[src/rtl/ifu_prefetch.sv]
// ifu_prefetch: instruction-fetch front end. Owns the PC, issues fetch
// requests on the instruction bus, and buffers returned words with their
// addresses in a small FIFO. The FIFO head feeds the IF/ID register.
// Jumps redirect the PC, flush the buffer and discard in-flight responses.
module ifu_prefetch #(
  parameter int unsigned       FIFO_DEPTH = 2,
  parameter logic [31:0]       RESET_ADDR = 32'h0000_0000,
  parameter int unsigned       HOLD_W     = 3,
  parameter logic [HOLD_W-1:0] HOLD_IF    = HOLD_W'(2),
  parameter logic [31:0]       INST_NOP   = 32'h0000_0013,
  parameter logic [31:0]       ZERO_WORD  = 32'h0000_0000
) (
  input  logic              clk,
  input  logic              rst,
  input  logic              jump_flag_i,
  input  logic [31:0]       jump_addr_i,
  input  logic [HOLD_W-1:0] hold_flag_i,
  output logic              ibus_req_o,
  output logic [31:0]       ibus_addr_o,
  input  logic              ibus_gnt_i,
  input  logic              ibus_rvalid_i,
  input  logic [31:0]       ibus_rdata_i,
  output logic [31:0]       inst_o,
  output logic [31:0]       inst_addr_o,
  output logic              inst_valid_o
);

  localparam int PTR_W = (FIFO_DEPTH > 1) ? $clog2(FIFO_DEPTH) : 1;
  localparam int CNT_W = $clog2(FIFO_DEPTH + 1);
  localparam int SUM_W = CNT_W + 2;

  logic [31:0]      pc_q, pc_d;
  logic             run_q, run_d;
  logic [CNT_W-1:0] out_cnt_q, out_cnt_d;
  logic [CNT_W-1:0] disc_cnt_q, disc_cnt_d;
  logic [CNT_W-1:0] fifo_cnt_q, fifo_cnt_d;
  logic [PTR_W-1:0] aq_wr_q, aq_wr_d;
  logic [PTR_W-1:0] aq_rd_q, aq_rd_d;
  logic [PTR_W-1:0] fifo_wr_q, fifo_wr_d;
  logic [PTR_W-1:0] fifo_rd_q, fifo_rd_d;

  logic [31:0] aq_addr_q   [FIFO_DEPTH];
  logic [31:0] fifo_addr_q [FIFO_DEPTH];
  logic [31:0] fifo_inst_q [FIFO_DEPTH];

  logic             hold_if;
  logic             fifo_pop;
  logic             grant;
  logic             resp_known;
  logic             resp_drop;
  logic             resp_take;
  logic [SUM_W-1:0] credits_used;
  logic             jump_addr_unused;

  // The two low target bits are always forced to zero, so they are not needed.
  assign jump_addr_unused = |jump_addr_i[1:0];

  // Handshake decode: pop, credit-based issue, grant and response classification.
  always_comb begin
    hold_if      = (hold_flag_i >= HOLD_IF);
    fifo_pop     = (fifo_cnt_q != '0) && !hold_if && !jump_flag_i;
    credits_used = SUM_W'(out_cnt_q) + SUM_W'(disc_cnt_q) + SUM_W'(fifo_cnt_q)
                 - SUM_W'(fifo_pop);
    ibus_req_o   = run_q && !jump_flag_i && (credits_used < SUM_W'(FIFO_DEPTH));
    grant        = ibus_req_o && ibus_gnt_i;
    resp_known   = ibus_rvalid_i && ((disc_cnt_q != '0) || (out_cnt_q != '0));
    resp_drop    = ibus_rvalid_i && (disc_cnt_q != '0);
    resp_take    = ibus_rvalid_i && (disc_cnt_q == '0) && (out_cnt_q != '0)
                 && !jump_flag_i;
  end

  // Next-state for PC, counters and pointers; a jump overrides everything else.
  always_comb begin
    pc_d       = pc_q;
    run_d      = 1'b1;
    out_cnt_d  = out_cnt_q + CNT_W'(grant) - CNT_W'(resp_take);
    disc_cnt_d = disc_cnt_q - CNT_W'(resp_drop);
    fifo_cnt_d = fifo_cnt_q + CNT_W'(resp_take) - CNT_W'(fifo_pop);
    aq_wr_d    = aq_wr_q;
    aq_rd_d    = aq_rd_q;
    fifo_wr_d  = fifo_wr_q;
    fifo_rd_d  = fifo_rd_q;
    if (grant) begin
      pc_d    = pc_q + 32'd4;
      aq_wr_d = aq_wr_q + PTR_W'(1);
    end
    if (resp_take) begin
      aq_rd_d   = aq_rd_q + PTR_W'(1);
      fifo_wr_d = fifo_wr_q + PTR_W'(1);
    end
    if (fifo_pop) begin
      fifo_rd_d = fifo_rd_q + PTR_W'(1);
    end
    if (jump_flag_i) begin
      pc_d       = {jump_addr_i[31:2], 2'b00};
      disc_cnt_d = disc_cnt_q + out_cnt_q - CNT_W'(resp_known);
      out_cnt_d  = '0;
      fifo_cnt_d = '0;
      aq_wr_d    = '0;
      aq_rd_d    = '0;
      fifo_wr_d  = '0;
      fifo_rd_d  = '0;
    end
  end

  // Control state register with asynchronous active-low reset.
  always_ff @(posedge clk or negedge rst) begin
    if (!rst) begin
      pc_q       <= RESET_ADDR;
      run_q      <= 1'b0;
      out_cnt_q  <= '0;
      disc_cnt_q <= '0;
      fifo_cnt_q <= '0;
      aq_wr_q    <= '0;
      aq_rd_q    <= '0;
      fifo_wr_q  <= '0;
      fifo_rd_q  <= '0;
    end else begin
      pc_q       <= pc_d;
      run_q      <= run_d;
      out_cnt_q  <= out_cnt_d;
      disc_cnt_q <= disc_cnt_d;
      fifo_cnt_q <= fifo_cnt_d;
      aq_wr_q    <= aq_wr_d;
      aq_rd_q    <= aq_rd_d;
      fifo_wr_q  <= fifo_wr_d;
      fifo_rd_q  <= fifo_rd_d;
    end
  end

  // Storage arrays need no reset: their contents are only qualified by the counters.
  always_ff @(posedge clk) begin
    if (grant) begin
      aq_addr_q[aq_wr_q] <= pc_q;
    end
    if (resp_take) begin
      fifo_addr_q[fifo_wr_q] <= aq_addr_q[aq_rd_q];
      fifo_inst_q[fifo_wr_q] <= ibus_rdata_i;
    end
  end

  // Outputs derived from registered state; the empty FIFO presents a NOP.
  always_comb begin
    inst_valid_o = (fifo_cnt_q != '0);
    ibus_addr_o  = pc_q;
    inst_o       = inst_valid_o ? fifo_inst_q[fifo_rd_q] : INST_NOP;
    inst_addr_o  = inst_valid_o ? fifo_addr_q[fifo_rd_q] : ZERO_WORD;
  end

endmodule

[config.mk]
export PLATFORM = sky130hd
export DESIGN_NAME = ifu_prefetch
export DESIGN_NICKNAME = d
export VERILOG_FILES = /design/src/rtl/ifu_prefetch.sv
export SDC_FILE = /design/constraint.sdc
export NUM_CORES = 1
export LEC_CHECK = 0
export BUFFER_PORTS_ARGS = -buffer_cell sky130_fd_sc_hd__buf_2
export CAP_MARGIN = 10
export CORE_MARGIN = 2
export CORE_UTILIZATION = 30
export CTS_CLUSTER_SIZE = 8
export DETAILED_ROUTE_END_ITERATION = 16
export HOLD_SLACK_MARGIN = 0.15
export SETUP_SLACK_MARGIN = 0.05
export SLEW_MARGIN = 10
export SYNTH_ARGS = -nofsm -noshare
export SYNTH_HDL_FRONTEND = slang
export SYNTH_SLANG_ARGS = --single-unit
[constraint.sdc]
create_clock -name clk -period 15.8 [get_ports clk]
set_input_delay 0.79 -clock clk [delete_from_list [all_inputs] [get_ports clk]]
set_output_delay 0.79 -clock clk [all_outputs]
set_load 0.005 [all_outputs]
==> results by group <==
STA
  • Max frequency: 210 MHz
  • Final Setup Violations: 0
  • Max-slew headroom: 25.6%
  • Tmin final: 4.77 ns
  • Setup TNS: 0 ns
  • Worst hold slack: 0.387 ns
  • Worst Max-Slew Pin Slew: 1.11 ns
  • Slew Limit Fails: 0
  • Clock Skew: 0.0138 ns
  • Tcrit/Tclk final: 30.2%
  • Final Hold Viols: 0
  • Final worst slack: 11.03 ns
  • Unrepaired setup endpoints after global routing: no

Synthesis
  • YS warnings: 0
  • Leading area contributor after synthesis: edfxtp_1
  • Syn Inst Count: 639
  • Syn Area/Cell: 14.6 um^2
  • Number of enable flip-flop cells after synthesis: 184
  • Cell with the most instances after synthesis: edfxtp_1
  • Yosys top cell area share: 59.1%
  • Synth Flop Type: edfxtp_1
  • Synth area leaders: edfxtp_1, dfrtp_1, mux2i_1, mux2_2, nor2_1
  • Mapped cell area: 0.00934 mm^2
  • Commonest cells in the netlist: edfxtp_1, nor2_1, mux2i_1
  • Distinct cells, synth: 40
  • Seq/Total Area, Yosys: 70.1%
  • Async SR Flop Fraction: 18.2%
  • Synth Register Bits: 225

CTS
  • Worst-Skew Late Latency: 0.49 ns
  • Worst-path clk slew: 0.05 ns
  • Total clock sinks: 225
  • Clock Path Buffers: 3
  • Post-CTS setup buffers: 0
  • CTS tree: yes
  • Hold buffers post-CTS: 0
  • Clock root buffer: clkbuf_16
  • H-tree levels: 2
  • Num CTS Buffers: 34
  • CTS resizes: 0

Route
  • Routed Antenna Nets: 0
  • Wirelength per Cell: 17.0 um
  • Total number of vias: 5579
  • WL final: 20.8 mm
  • 1st-iter DRT viols: 287
  • Drt pass-1 iters: 5
  • DRC violations left: 0
  • Via density: 4.57

Place
  • Cell Area, Placed: 0.0106 mm^2
  • Pre-CTS WS: 10.88 ns
  • Placed insts: 1173
  • DP HPWL: 13.1 mm
  • Number of port buffers: 162
  • Routability cong.: 0.781

Global routing
  • First-pass GRT wire length: 32.3 mm
  • Total GRT Usage: 12.8%
  • Initial antenna violation count: 0
  • Number of global-route vias before repair: 5709
  • Total gr overflow: 0
  • Largest net degree at the start of global routing: 79

Critical path
  • Startpoint class of the critical path: flip-flop
  • Worst R2R End: aq_addr_q[0][19]$_DFFE_PP_
  • Crit-path max FO: 61
  • Critical Path AT: 4.87 ns
  • Worst r2r src: fifo_cnt_q[1]$_DFF_PN0_
  • Reg2Reg Depth: 12
  • Worst endpoint required time: 15.90 ns
  • WS Path Type: flip-flop to flip-flop
  • CP Capture Type: flip-flop
  • R2R Setup Slk: 11.03 ns

Final layout
  • FILL cells: 2973
  • Finished Core Util: 37.8%
  • # diodes: 0
  • Final cell count without fillers: 1222
  • Layout area overhead: 23.9%
  • # nets final: 897
  • Final instance area: 0.0116 mm^2
  • Layout cells sized above 1: 30.5%
  • Register area: 0.00656 mm^2
  • Area of the multi-input gates: 0.00263 mm^2

Power and ir drop
  • Switching power total: 0.314 mW
  • Switching part of the total: 21.8%
  • Clk network pwr share: 45.7%
  • Pwr dens: 124 mW/mm^2
  • Gate power share: 6.7%
  • LEAKAGE: 4.33 nW
  • Final Power: 1.44 mW
  • Internal: 1.12 mW
  • Sequential share of power: 47.5%
  • Max VDD drop: 68.7 uV

Outcome
  • Status: finished clean

Die
  • Num rows: 64
  • Ports: 170
  • Core Area: 0.0306 mm^2
  • Die area: 0.0326 mm^2
  • Die height: 180 um
  • Die Wd: 180 um
  • Initial core utilization: 30.5%

Flow run
  • Max-cap check violation count: 0

Worst hold path
  • Min-delay worst type: input pin to async pin
critical path, stage by stage (launching register included):
cell and delay, ns:
dfrtp_1 0.43, nor2_4 0.11, buf_4 0.56, or3_1 0.33, nor3_1 0.10, nand2b_1 0.19
ha_1 0.27, a21o_1 0.16, ha_1 0.18, fa_1 0.47, nand4bb_1 0.25, or3_1 0.46
nor2_4 0.83
layout make-up:
| type | count | area share [%] |
|---|---|---|
| Clock buffer | 48 | 8.36 |
| Clock inverter | 1 | 0.0757 |
| Sequential cell | 225 | 56.6 |
| Inverter | 14 | 0.454 |
| Timing Repair Buffer | 169 | 7.46 |
| Tap cell | 396 | 4.28 |
| Multi-Input combinational cell | 369 | 22.7 |
placed cells by master, fill, tap and decap left out, types with 2 or more instances in the layout:
cell type / n
nand3_1: 11
mux2i_1: 63
mux2_2: 31
and3_1: 8
nand2_1: 44
or3_1: 4
nand2b_1: 4
nand4_1: 12
buf_4: 7
conb_1: 5
a21oi_1: 2
clkbuf_16: 37
nor3_2: 2
xor2_1: 24
edfxtp_1: 184
o21ai_0: 26
clkbuf_1: 11
buf_2: 162
fa_1: 2
inv_1: 14
nor3_1: 6
nor2_1: 69
nor2_4: 3
nor4_2: 2
nor4_1: 2
ha_1: 10
nor2b_1: 2
o21ai_1: 7
dfrtp_1: 40
xnor2_1: 18
cell families after synthesis:
group	synth area share [%]
DFF	70.1
and+or+nand+nor	9.46
muxes	10.5
buffers and inverters	2.18
xor gates and xnor gates	3.94
AOI/OAI and AO/OA	1.96
adders and majority gates	1.77
other	0.0804
registers in the layout, summed over array words and instances (netlist names):
signal and cells:
fifo_wr_q 1, out_cnt_q 2, fifo_inst_q 64, disc_cnt_q 2, fifo_rd_q 1, fifo_cnt_q 2, ibus_addr_o 30, aq_rd_q 1
aq_wr_q 1, aq_addr_q 60, run_q 1, fifo_addr_q 60
power groups by stage:
stage | Sequential [mW] | Clock [mW] | Combinational (mW)
CTS | 0.684 | 0.679 | 0.0994
floorplan | 0.687 | 0 | 0.0624
finish | 0.683 | 0.658 | 0.0970
global placement | 0.693 | 0 | 0.0967
detailed placement | 0.694 | 0 | 0.0985
global route | 0.686 | 0.705 | 0.112
worst max path at each step:
stage	startpoint	to	slack, ns	depth (start not counted)
global route	fifo_cnt_q[1]$_DFF_PN0_	aq_addr_q[0][23]$_DFFE_PP_	10.70	12
detailed placement	jump_flag_i	aq_addr_q[0][22]$_DFFE_PP_	10.88	11
floorplan	ibus_rvalid_i	fifo_addr_q[0][10]$_DFFE_PP_	9.69	4
CTS	fifo_cnt_q[1]$_DFF_PN0_	aq_addr_q[0][15]$_DFFE_PP_	10.91	12
global placement	jump_flag_i	aq_addr_q[0][25]$_DFFE_PP_	10.93	11
finish	fifo_cnt_q[1]$_DFF_PN0_	aq_addr_q[0][19]$_DFFE_PP_	11.03	12
per-layer routing:
layer | vias to the layer above | part of all wire, % | routed length [um] | track usage [%]
met1 | 2712 | 44 | 9240 | 16.5
met3 | 34 | 6.8 | 1420 | 3.33
met2 | 180 | 47 | 9760 | 21.2
met4 | 0 | 2.0 | 415 | 4.03
li1 | 2653 | - | - | -
met5 | - | 0 | 0 | 0
Power figures use the tool's default switching activity.
